===== src/rtl/brcomp_arb.sv =====
// Two-requester arbiter feeding a shared 2-stage branch/set-less-than comparator.
// Requester 0 is the branch unit, requester 1 the ALU SLT path; responses are tagged and in order.
module brcomp_arb #(
  parameter bit RR_EN = 1'b1
) (
  input  logic        i_clk,
  input  logic        i_rst_n,
  input  logic [1:0]  i_req_valid,
  output logic [1:0]  o_req_ready,
  input  logic [31:0] i_req0_rs1,
  input  logic [31:0] i_req0_rs2,
  input  logic [2:0]  i_req0_funct3,
  input  logic [31:0] i_req1_rs1,
  input  logic [31:0] i_req1_rs2,
  input  logic [2:0]  i_req1_funct3,
  output logic        o_rsp_valid,
  input  logic        i_rsp_ready,
  output logic        o_rsp_id,
  output logic        o_rsp_equal,
  output logic        o_rsp_less,
  output logic        o_rsp_taken,
  output logic        o_rsp_illegal
);
  localparam int DATA_W = 32;

  logic              r_vld_p1;
  logic              r_id_p1;
  logic [DATA_W-1:0] r_rs1_p1;
  logic [DATA_W-1:0] r_rs2_p1;
  logic [2:0]        r_f3_p1;
  logic              r_lg;

  logic              r_vld_p2;
  logic              r_id_p2;
  logic              r_eq_p2;
  logic              r_less_p2;
  logic              r_taken_p2;
  logic              r_ill_p2;

  logic              w_s2_adv;
  logic              w_s1_adv;
  logic [1:0]        w_grant;
  logic              w_gid;
  logic              w_xfer;
  logic [DATA_W-1:0] w_rs1;
  logic [DATA_W-1:0] w_rs2;
  logic [2:0]        w_f3;
  logic [3:0]        w_cmp;

  // Returns {equal, less, taken, illegal}; less comes from a 33-bit subtract so
  // both signed and unsigned forms share one adder.
  function automatic logic [3:0] cmp_eval(input logic [DATA_W-1:0] rs1,
                                          input logic [DATA_W-1:0] rs2,
                                          input logic [2:0]        f3);
    logic [DATA_W:0] sub;
    logic            eq;
    logic            lt;
    logic            ovf;
    logic            tk;
    logic            ill;
    sub = {1'b0, rs1} - {1'b0, rs2};
    eq  = (rs1 == rs2);
    ovf = (rs1[DATA_W-1] ^ rs2[DATA_W-1]) & (rs1[DATA_W-1] ^ sub[DATA_W-1]);
    lt  = f3[1] ? sub[DATA_W] : (sub[DATA_W-1] ^ ovf);
    tk  = 1'b0;
    ill = 1'b0;
    case (f3)
      3'b000:          tk = eq;
      3'b001:          tk = !eq;
      3'b100, 3'b110:  tk = lt;
      3'b101, 3'b111:  tk = !lt;
      default:         ill = 1'b1;
    endcase
    return {eq, lt, tk, ill};
  endfunction

  assign w_s2_adv = !r_vld_p2 | i_rsp_ready;
  assign w_s1_adv = !r_vld_p1 | w_s2_adv;

  always_comb begin
    w_grant = 2'b00;
    case (i_req_valid)
      2'b01:   w_grant = 2'b01;
      2'b10:   w_grant = 2'b10;
      2'b11:   w_grant = (RR_EN && !r_lg) ? 2'b10 : 2'b01;
      default: w_grant = 2'b00;
    endcase
  end

  assign o_req_ready = w_grant & {2{w_s1_adv & i_rst_n}};
  assign w_xfer      = |(i_req_valid & o_req_ready);
  assign w_gid       = w_grant[1];
  assign w_rs1       = w_gid ? i_req1_rs1    : i_req0_rs1;
  assign w_rs2       = w_gid ? i_req1_rs2    : i_req0_rs2;
  assign w_f3        = w_gid ? i_req1_funct3 : i_req0_funct3;

  // Stage 1: operand capture from the granted requester
  always_ff @(posedge i_clk) begin
    if (!i_rst_n) begin
      r_vld_p1 <= 1'b0;
      r_id_p1  <= 1'b0;
      r_rs1_p1 <= '0;
      r_rs2_p1 <= '0;
      r_f3_p1  <= 3'b000;
      r_lg     <= 1'b1;
    end else if (w_s1_adv) begin
      r_vld_p1 <= w_xfer;
      if (w_xfer) begin
        r_id_p1  <= w_gid;
        r_rs1_p1 <= w_rs1;
        r_rs2_p1 <= w_rs2;
        r_f3_p1  <= w_f3;
        r_lg     <= w_gid;
      end
    end
  end

  assign w_cmp = cmp_eval(r_rs1_p1, r_rs2_p1, r_f3_p1);

  // Stage 2: registered compare result, held while the consumer stalls
  always_ff @(posedge i_clk) begin
    if (!i_rst_n) begin
      r_vld_p2   <= 1'b0;
      r_id_p2    <= 1'b0;
      r_eq_p2    <= 1'b0;
      r_less_p2  <= 1'b0;
      r_taken_p2 <= 1'b0;
      r_ill_p2   <= 1'b0;
    end else if (w_s2_adv) begin
      r_vld_p2   <= r_vld_p1;
      r_id_p2    <= r_id_p1;
      r_eq_p2    <= w_cmp[3];
      r_less_p2  <= w_cmp[2];
      r_taken_p2 <= w_cmp[1];
      r_ill_p2   <= w_cmp[0];
    end
  end

  assign o_rsp_valid   = r_vld_p2;
  assign o_rsp_id      = r_id_p2;
  assign o_rsp_equal   = r_eq_p2;
  assign o_rsp_less    = r_less_p2;
  assign o_rsp_taken   = r_taken_p2;
  assign o_rsp_illegal = r_ill_p2;

endmodule

===== config.mk =====
export PLATFORM = sky130hd
export DESIGN_NAME = brcomp_arb
export DESIGN_NICKNAME = d
export VERILOG_FILES = /design/src/rtl/brcomp_arb.sv
export SDC_FILE = /design/constraint.sdc
export NUM_CORES = 1
export LEC_CHECK = 0
export CAP_MARGIN = 20
export CELL_PAD_IN_SITES_DETAIL_PLACEMENT = 0
export CELL_PAD_IN_SITES_GLOBAL_PLACEMENT = 1
export CORE_AREA = 5 5 118 120
export CTS_CLUSTER_SIZE = 28
export DETAILED_ROUTE_END_ITERATION = 8
export DIE_AREA = 0 0 123 125
export GPL_TIMING_DRIVEN = 0
export PLACE_DENSITY = 0.9
export SETUP_SLACK_MARGIN = 0.15
export SYNTH_ARGS = -nofsm -noshare
export SYNTH_HDL_FRONTEND = slang
export SYNTH_SLANG_ARGS = --single-unit

===== constraint.sdc =====
create_clock -name i_clk -period 4.8 [get_ports i_clk]
set_clock_uncertainty 0.2 [all_clocks]
set_input_delay 1.2 -clock i_clk [delete_from_list [all_inputs] [get_ports i_clk]]
set_output_delay 1.2 -clock i_clk [all_outputs]
set_load 0.01 [all_outputs]

== After elaboration in Yosys (flattened, before gate mapping) ==
Index checks and enable logic that the tools add are counted.
Operators by class
  add/subtract/negate cells: 1
  equal/unequal tests: 9
  mux-type cells: 8
  bitwise operators: 9
  reductions and logical operators: 10
Operators by type and width (number)
  $mux W32: 2
  $sub A32 B32 Y33: 1
  $eq A32 B32 Y1: 1
  $eq A3 B3 Y1 const B: 4
  $pmux W2 S3: 1
  $reduce_or A2 Y1: 3
  $reduce_or A6 Y1: 1
  $and A2 B2 Y2: 2
  $eq A2 B2 Y1 const B: 2
  $logic_not A1 Y1: 4
  $pmux W1 S4: 1
  $eq A3 B1 Y1 const B: 1
  $logic_not A3 Y1: 1
  $mux W3: 1
  $xor A1 B1 Y1: 3
  $and A1 B1 Y1: 2
  $eq A2 B1 Y1 const B: 1
  $mux W1: 2
  $mux W2: 1
  $or A1 B1 Y1: 2
  $reduce_and A2 Y1: 1
Storage, ports and cells
  flip-flop bits (word level): 76
  output and inout bits: 8

== Depth between registers and ports, before layout ==
  word-level depth: 8
  depth in mapped cells: 15

== Worst setup path after synthesis ==
Ideal clock, no wire load.
  path kind: in2out
  from: input i_req_valid[0]
  to: output o_req_ready[0]
  arrival time: 1.959 ns
  path slack: 1.441 ns
  stages on the path: 5
  buffers on the path: 1
  path through: nand2_1 nand2_1 clkbuf_1 nand2_1 nor2_1
Between the ends
  cells in the longest elaborated chain, start to end: 3
  elaborated cells on any way between the ends: 5
RTL lines
  start, declared: line 8  | input logic [1:0] i_req_valid,
  $eq A2 B2 Y1 or $eq A2 B1 Y1 (tied branches): line 82  | case (i_req_valid)
  $pmux W2 S3 *: line 82
  $and A2 B2 Y2 *: line 90  | assign o_req_ready = w_grant & {2{w_s1_adv & i_rst_n}};
  end, declared: line 9  | output logic [1:0] o_req_ready,
Every way passes the cells marked *; elsewhere a longest branch is shown, timed or not.

== Worst setup path after layout ==
Ends and elaborated chain as after synthesis.

==> flow_summary.yaml <==
outcome:
  outcome: "complete, no violations"
global_routing:
  grt_first_pass_wirelength_um: 23100
  largest_net_degree_at_the_start_of_global_routing: 14
  first_global_vias: 4770
  grt_antenna_before_repair: 0
  grt.total_usage: 0.187
  grt-ovfl-total: 0
cts:
  worstSkewPairLatency_ns: 0.33
  h_tree_level_count: 3
  cts_tree: "yes"
  cts_buffers: 9
  clk_transition_reported_paths_ns: 0.06
  cts_root_buffer: "sky130_fd_sc_hd__clkbuf_16"
  cts.path.max_buffers: 2
  hold_buffers: 0
  clkSinkCount: 76
sta:
  holdWs_ns: 0.264
  post-route-period-util: 0.938
  max_freq_mhz: 222
  tns_ns: 0
  rsz0062_at_grt: "no"
  drv_slew: 0
  timing.max_slew.rel_slack: 0.588
  hold_viol_final: 0
  tightest_slew_ns: 0.618
  timing.final.setup_violations: 0
  fin_crit_ns: 4.50
route:
  routed.top_layer: "met4"
  drc: 0
  via_count_normalized_by_instance_count: 5.02
  detail-route-antenna-nets: 0
  detailroute.wirelength.met2_um: 6870
  met3_routed_wirelength_um: 902
  dr.first_iter.drc_count: 235
  num_vias: 4560
  post_drt_wl_per_cell_um: 15.7
  dr.pass1.iters: 5
  routed_length_on_met1_um: 6160
  wl_um: 14300
worst_setup_path:
  critical_path_class: "input pin to output pin"
  crit_arrival_ns: 3.10
  critical_path_required_ns: 3.40
  cp-end-kind: "output pin"
  cp_launch_point: "i_req_valid[0]"
  timing.critical_path.cells: "clkdlybuf4s50_1 -> nand2_1 -> nand2_2 -> clkbuf_2 -> nand2_1 -> nor2_1 -> clkdlybuf4s50_1"
  slowest_stage: "sky130_fd_sc_hd__clkdlybuf4s50_1"
  max_stage_delay_ns: 0.56
  cp.buffers_inverters: 3
  crit_family: "buffers and inverters"
  critical_path.max_fanout: 10
  r2r_start: "r_rs2_p1[7]"
  critPathLaunchType: "input pin"
layout:
  layout.cells.most_common_list: "sky130_fd_sc_hd__clkdlybuf4s50_1, sky130_fd_sc_hd__nand2_1, sky130_fd_sc_hd__nor2_1"
  layout-drive-gt1-share: 0.0573
  layout.cells.most_common: "sky130_fd_sc_hd__clkdlybuf4s50_1"
  fillers: 1312
  nets: 900
  finish.instance_area_um2: 6280
  insertedDiodeCount: 0
  areaGrowthSynthToFinish_pct: 45.5
flow_run:
  drv.max_cap_violation_count: 0
floorplan:
  die_width_um: 123
  design.portCount: 147
  chipHeight_um: 125
  die-area_um2: 15400
  core.rowCount: 42
  starting_density: 0.335
  placeableCoreArea_um2: 12900
placement:
  io_buffers: 146
  place.gp.congestion: 0.858
  dpl-instance-area_um2: 6000
  post_dp_hpwl_um: 11500
pwr:
  vdd.ir_drop.worst_mv: 0.181
  power.density_cell_area_nw_per_um2: 294
  leakagePower_uw: 0.00255
logic_synthesis:
  synthTopCellsByArea: "sky130_fd_sc_hd__dfxtp_1, sky130_fd_sc_hd__a311oi_1, sky130_fd_sc_hd__nand2_1"
  synth_area_um2: 4320
  synth_top_cell_area_share: 0.352
  ys_seq_elements: 76
  ys_types: 40
  syn-mean-instance-area_um2: 7.56
  synthesis.nets: 743
  netlist_instances: 571
  synth.largest_area_cell: "sky130_fd_sc_hd__dfxtp_1"
  yosys_warnings: 0
  synth.yosys.seq_area_share: 0.352
min_path:
  holdCritPathClass: "register to register"
  min_from: "r_id_p1"
## sequential cells by signal (all words and copies together), names as in the netlist
register	cells
o_rsp_less	1
r_vld_p1	1
r_rs1_p1	32
o_rsp_valid	1
o_rsp_equal	1
o_rsp_illegal	1
o_rsp_taken	1
r_rs2_p1	32
o_rsp_id	1
r_f3_p1	3
r_lg	1
r_id_p1	1
## power by group
| part | internal (uW) | switching, uW | total, uW |
|---|---|---|---|
| clock | 365 | 269 | 635 |
| combinational | 247 | 247 | 494 |
| sequential | 685 | 34.5 | 719 |
| total | 1300 | 551 | 1850 |
## logic make-up (layout without fill, tap and decap cells)
group,count (synthesis),in the layout,share of synthesized area
simple gates,257,257,0.246
buf+inv,78,240,0.0751
compound gates,125,125,0.225
flops,76,76,0.352
fa+ha+maj,33,33,0.0974
mux,2,2,0.00464
## path summary, 6_finish.rpt
| path | slack, ns | depth (start not counted) | to |
|---|---|---|---|
| setup / recovery | 0.30 | 7 | o_req_ready[0] |
| hold / removal | 0.26 | 2 | r_id_p1 |
| setup reg to reg | 1.35 | 13 | o_rsp_taken |
| hold reg to reg | 0.26 | 2 | r_id_p1 |
## tightest hold or removal path, cell delays in order, from the launching register on
cell and delay (ns):
sky130_fd_sc_hd__dfxtp_1 0.31, sky130_fd_sc_hd__nand2_1 0.05, sky130_fd_sc_hd__o22ai_1 0.05
## stage by stage
| stage | power [uW] | util | std cells | setup slack, ns |
|---|---|---|---|---|
| floorplan | 1000 | - | 571 | 1.44 |
| global placement | 1210 | 0.466 | 893 | 0.0331 |
| detailed placement | 1220 | 0.466 | 893 | 0.0225 |
| CTS | 1860 | 0.488 | 909 | 0.168 |
| global route | 1960 | 0.488 | 909 | 0.173 |
| finish | 1850 | 0.488 | 909 | 0.299 |
## synth_stat cells (all sizes together)
master  number
a2111o       1
o31ai        1
o311ai       1
o211a        1
nor4         1
nand2      145
inv         40
dfxtp       76
buf         18
a211oi       2
a311oi      68
o21a         5
a21oi       20
o21bai       1
and4         1
a21boi       1
o211ai       3
fa           1
a32o         1
and3         1
a21o         8
nor3b        1
mux2i        2
and2         2
nand4       11
nor2        84
o21ai       10
nor3         2
nand3        5
o22ai        2
nor2b        3
or2          1
clkbuf      20
ha          32
## repair_timing
item	4_1_cts	5_1_grt
buffers inserted	0	0
resized for setup	1	1
endpoints found under the setup margin	1	2
endpoints found under the hold margin	0	0
## per-layer routing
metal	vias up	global-route usage
li1	2317	-
met1	2064	0.235
met2	153	0.317
met3	26	0.0357
met4	0	0.0664
met5	-	0
## final cells by class
| cell class | instances | area (um^2) | share of cell area |
|---|---|---|---|
| buffer | 38 | 175 | 0.0279 |
| clock buffer | 11 | 243 | 0.0386 |
| clock inverter | 5 | 36.3 | 0.00578 |
| inverter | 40 | 150 | 0.0239 |
| multi-input combinational | 417 | 2470 | 0.394 |
| sequential | 76 | 1520 | 0.242 |
| tap | 176 | 220 | 0.0351 |
| timing repair buffer | 146 | 1460 | 0.233 |
(Power assumes the default switching activity.)
==> patch 1 (same flow settings) <==
`RR_EN`: 1'b1 -> 1'b0.
--- a/src/rtl/brcomp_arb.sv
+++ b/src/rtl/brcomp_arb.sv
@@ -1,7 +1,7 @@
 // Two-requester arbiter feeding a shared 2-stage branch/set-less-than comparator.
 // Requester 0 is the branch unit, requester 1 the ALU SLT path; responses are tagged and in order.
 module brcomp_arb #(
-  parameter bit RR_EN = 1'b1
+  parameter bit RR_EN = 1'b0
 ) (
   input  logic        i_clk,
   input  logic        i_rst_n,
Behaviour: not the same (Yosys sat finds a counterexample within 4 cycles, from zero or initial values and one cycle with i_rst_n low).
==> patch 1 against the unedited design <==
  * Non-clock buffer count fell by 7
  * Routed wire length shrank 12%
  * Sequential share of layout area decreased by 1.1 points
  * Power increased by 1.2%
  * Worst setup slack better by 180 ps
  * Synthesized area increased by 4.7%
  * Cell area grew 3.4%
  * Sequential cell count shrank 1
  * Critical endpoint is now o_req_ready[1]
==> patch 1: results (changes against the unedited design) <==
* Outcome: complete, no violations
* Final HPWL DP at 10200 um (-11%)
* Sequential area share after synthesis at 0.332 (-0.0203)
* Max IR drop VDD at 0.000157 V (-14%)
* DP Area at 6200 um^2 (+3.4%)
* M2 GR Usage at 0.286 (-0.0312)
* Worst Setup EP: o_req_ready[1]
* Met1 GRT Util at 0.199 (-0.0361)
* Routing usage on met3 at 0.0361 (+0.000452)
* Gr usage total at 0.164 (-0.0231)
* Iter 0 DRT Violations at 169 (-28%)
* Top post-synthesis cells by area: dfxtp_1 33%, mux2i_1 15%, nand2_1 9.2%
* NumNets Final at 846 (-6.0%)
* Max_slew headroom at 0.456 (-0.132)
* Syn Area/Cell at 8.75 um^2 (+16%)
* TritonRoute pass-1 iters at 4 (-1)
* Static Leak at 3.10 nW (+22%)
* Vias in the first global route at 4532 (-5.0%)
* Crit Path Max Fanout at 5 (-5)
* Pin count of the biggest net entering global routing at 13 (-1)
* Global-route wire length before repair at 20500 um (-11%)
* Post-Place Cells at 839 (-6.0%)
* R2r setup slk at 1190 ps (-160 ps)
* Vias at 4180 (-8.3%)
* Detailed-route wire length per cell at 14.7 um (-6.5%)
* Crit path from: i_req_valid[1]
* Syn nets at 689 (-7.3%)
* Sw Share at 0.272 (-0.0257)
* Post-synth cell types at 45 (+13%)
* Fraction of layout cells with a size suffix above 1 at 0.0574 (+0.000139)
* Worst stage delay on the critical path at 580 ps (+20 ps)
## patch 1: cells by family after synthesis
kind of cell             synth area share
AND/OR/NAND/NOR                     0.202
AO/OA/AOI/OAI                       0.149
flip-flops                          0.332
multiplexers                        0.148
buffers and inverters              0.0733
adder cells (fa/ha/maj)            0.0930
XOR/XNOR                          0.00194
## patch 1: power by group through the flow
stage / Combinational (mW) / Sequential [mW] / Clock [mW]
finish: 0.495 / 0.704 / 0.671
global route: 0.559 / 0.708 / 0.704
CTS: 0.501 / 0.704 / 0.678
detailed placement: 0.497 / 0.716 / 0
global placement: 0.483 / 0.714 / 0
floorplan: 0.294 / 0.710 / 0
## patch 1: how the worst min path moves through the flow
stage,from,end,slack [ps]
after floorplan,r_id_p1,r_id_p1,230
after global placement,o_rsp_illegal,o_rsp_illegal,250
after detailed placement,r_id_p1,r_id_p1,260
after CTS,r_id_p1,r_id_p1,270
after global routing,o_rsp_equal,o_rsp_equal,290
final,r_id_p1,r_id_p1,270
## patch 1: area by class of cell
type / count / area (um^2) / share of cell area
clock inverters: 5 / 52.6 / 0.00809
plain buffers: 31 / 208 / 0.0320
multi-input cells: 378 / 2690 / 0.414
well taps: 176 / 220 / 0.0339
clock buffers: 11 / 243 / 0.0374
repair buffers: 146 / 1460 / 0.225
inverters: 33 / 124 / 0.0191
flip-flops and latches: 75 / 1500 / 0.231
## patch 1: layer usage
| layer | share of wire | vias to the layer above |
|---|---|---|
| met1 | 0.42 | 1932 |
| met4 | 0.017 | 0 |
| met3 | 0.064 | 17 |
| li1 | - | 2126 |
| met5 | 0 | - |
| met2 | 0.49 | 105 |
## patch 1: through the flow
step           setup WS [ps]  hold slack (ps)  utilization
2_1_floorplan           1690              232            -
3_3_place_gp             498              251        0.482
3_5_place_dp             489              259        0.482
4_1_cts                  488              268        0.505
5_1_grt                  421              291        0.505
6_report                 478              266        0.505
## patch 1: worst max-delay path: cells and delay by family
family	cells	cell delay [ps]
AND/OR/NAND/NOR	2	410
buffers and inverters	3	1310
==> patch 2 (same settings) <==
Made on the original files. Reset style: asynchronous (`i_rst_n`), changed in 2 clocked blocks.
--- a/src/rtl/brcomp_arb.sv
+++ b/src/rtl/brcomp_arb.sv
@@ -95,7 +95,7 @@
   assign w_f3        = w_gid ? i_req1_funct3 : i_req0_funct3;
 
   // Stage 1: operand capture from the granted requester
-  always_ff @(posedge i_clk) begin
+  always_ff @(posedge i_clk or negedge i_rst_n) begin
     if (!i_rst_n) begin
       r_vld_p1 <= 1'b0;
       r_id_p1  <= 1'b0;
@@ -118,7 +118,7 @@
   assign w_cmp = cmp_eval(r_rs1_p1, r_rs2_p1, r_f3_p1);
 
   // Stage 2: registered compare result, held while the consumer stalls
-  always_ff @(posedge i_clk) begin
+  always_ff @(posedge i_clk or negedge i_rst_n) begin
     if (!i_rst_n) begin
       r_vld_p2   <= 1'b0;
       r_id_p2    <= 1'b0;
Behaviour: differs if i_rst_n is asserted again (counterexample within 4 cycles, from zero or initial values and one cycle with i_rst_n low); with i_rst_n held inactive, the same outputs for 10 cycles.
==> patch 2 against the unedited design <==
  * Highest routed layer unchanged
  * Worst setup slack gained 12 ps
  * Hold slack gained 14 ps
  * Routed wire length shrank 15%
  * Synthesized area grew 2.4%
  * Register-to-register slack gained 430 ps
  * Global-route usage shrank 2.3 points
  * Critical path depth shrank 1
  * Die area is the same
  * Sequential power grew 18%
  * Cell area grew 1.9%
  * Power grew 19%
  * Sequential cell count is the same
==> patch 2: results (changes against the unedited design) <==
* Critical Path Slowest Stage Cell: clkdlybuf4s50_1
* Vias at 3890 (-15%)
* Xor/xnor share of the synthesized area at 0.00396 (+0.00396)
* Worst Setup EP: o_req_ready[1]
* Final hold slack at 277 ps (+13.6 ps)
* DR WL met2 at 6090 um (-11%)
* Fraction of registers with async set or reset after synthesis at 1.00 (+1.00)
* Post-synth cell types at 45 (+13%)
* Internal power at 1.51 mW (+16%)
* Iter 0 DRT Violations at 164 (-30%)
* Adder-cell share of the synthesized area at 0.0951 (-0.00226)
* Fillers at 1201 (-8.5%)
* Outcome: complete, no violations
* Synth Flop Type: dfrtp_1
* WL met3 at 799 um (-11%)
* Critical R2R Launch: r_rs1_p1[4]
* Routability Congestion at 0.808 (-5.8%)
* Hold Path Origin: o_rsp_illegal
* Syn Area/Cell at 9.51 um^2 (+26%)
* Crit path from: i_req_valid[1]
* Sequential area share after synthesis at 0.431 (+0.0782)
* Comb power frac at 0.338 (+0.071)
* R2r setup slk at 1780 ps (+430 ps)
* Worst path arrival time at 3090 ps (about the same)
* TritonRoute pass-1 iters at 4 (-1)
* Vias in the first global route at 4238 (-11%)
* Worst Hold Endpoint: o_rsp_illegal
* Top post-synthesis cells by area: dfrtp_1 42%, mux2i_1 15%, ha_1 9.1%
* M2 GR Usage at 0.289 (-0.0283)
* NumNets Final at 795 (-12%)
* Most frequent cells after synthesis: 79 x nand2_1, 75 x dfrtp_1, 67 x mux2i_1
* Pin count of the biggest net entering global routing at 63 (+49)
* Static Leak at 2.89 nW (+13%)
* Post-Place Cells at 788 (-12%)
* Worst slew pin tran at 791 ps (+173 ps)
* R2r worst-path depth at 12 (-1)
* Final HPWL DP at 9760 um (-15%)
* Met1 GRT Util at 0.199 (-0.0362)
* Global-route wire length before repair at 20000 um (-13%)
* Gr usage total at 0.164 (-0.0231)
* Syn nets at 637 (-14%)
* Fraction of layout cells with a size suffix above 1 at 0.0573 (about the same)
* RR Endpoint: o_rsp_taken
* Worst skew pair latency at 330 ps (about the same)
* H-tree lvl count at 3 (unchanged)
* CP top delay family: buffers and inverters
* Mux cell area share after synthesis at 0.157 (+0.152)
* Total wire length at 12200 um (-15%)
* Routing usage on met3 at 0.0434 (+0.00768)
* Compound-Gate Fraction of Synth Area at 0.147 (-0.0782)
* Worst stage delay on the critical path at 550 ps
* Max IR drop VDD at 0.000162 V (-11%)
* Resize count post-CTS at 3 (+2)
* Vias per std cell at 4.84 (-3.6%)
* Fin crit share at 0.935 (-0.00245)
* M1 wire length at 5160 um (-16%)
-- patch 2: power by group through the flow --
stage / sequential (mW) / combinational, mW / clock, mW
floorplan: 0.841 / 0.453 / 0
global placement: 0.850 / 0.720 / 0
detailed placement: 0.859 / 0.746 / 0
CTS: 0.849 / 0.756 / 0.622
global route: 0.864 / 0.845 / 0.654
finish: 0.848 / 0.744 / 0.610
-- patch 2: per-stage QoR --
stage	total power [mW]	area, um^2	setup WS, ps
floorplan	1.29	4420	1240
finish	2.20	6400	311
detailed placement	1.60	6130	-166
global placement	1.57	6100	-1860
CTS	2.23	6400	219
global route	2.36	6400	161
-- patch 2: layout make-up --
type                            instances  area [um^2]  area share
Buffer                                 23          114      0.0178
Clock buffer                           13          250      0.0391
Clock inverter                          3         15.0     0.00235
Inverter                               34          128      0.0199
Multi-Input combinational cell        332         2290       0.357
Sequential cell                        76         1900       0.297
Tap cell                              176          220      0.0344
Timing Repair Buffer                  147         1490       0.232
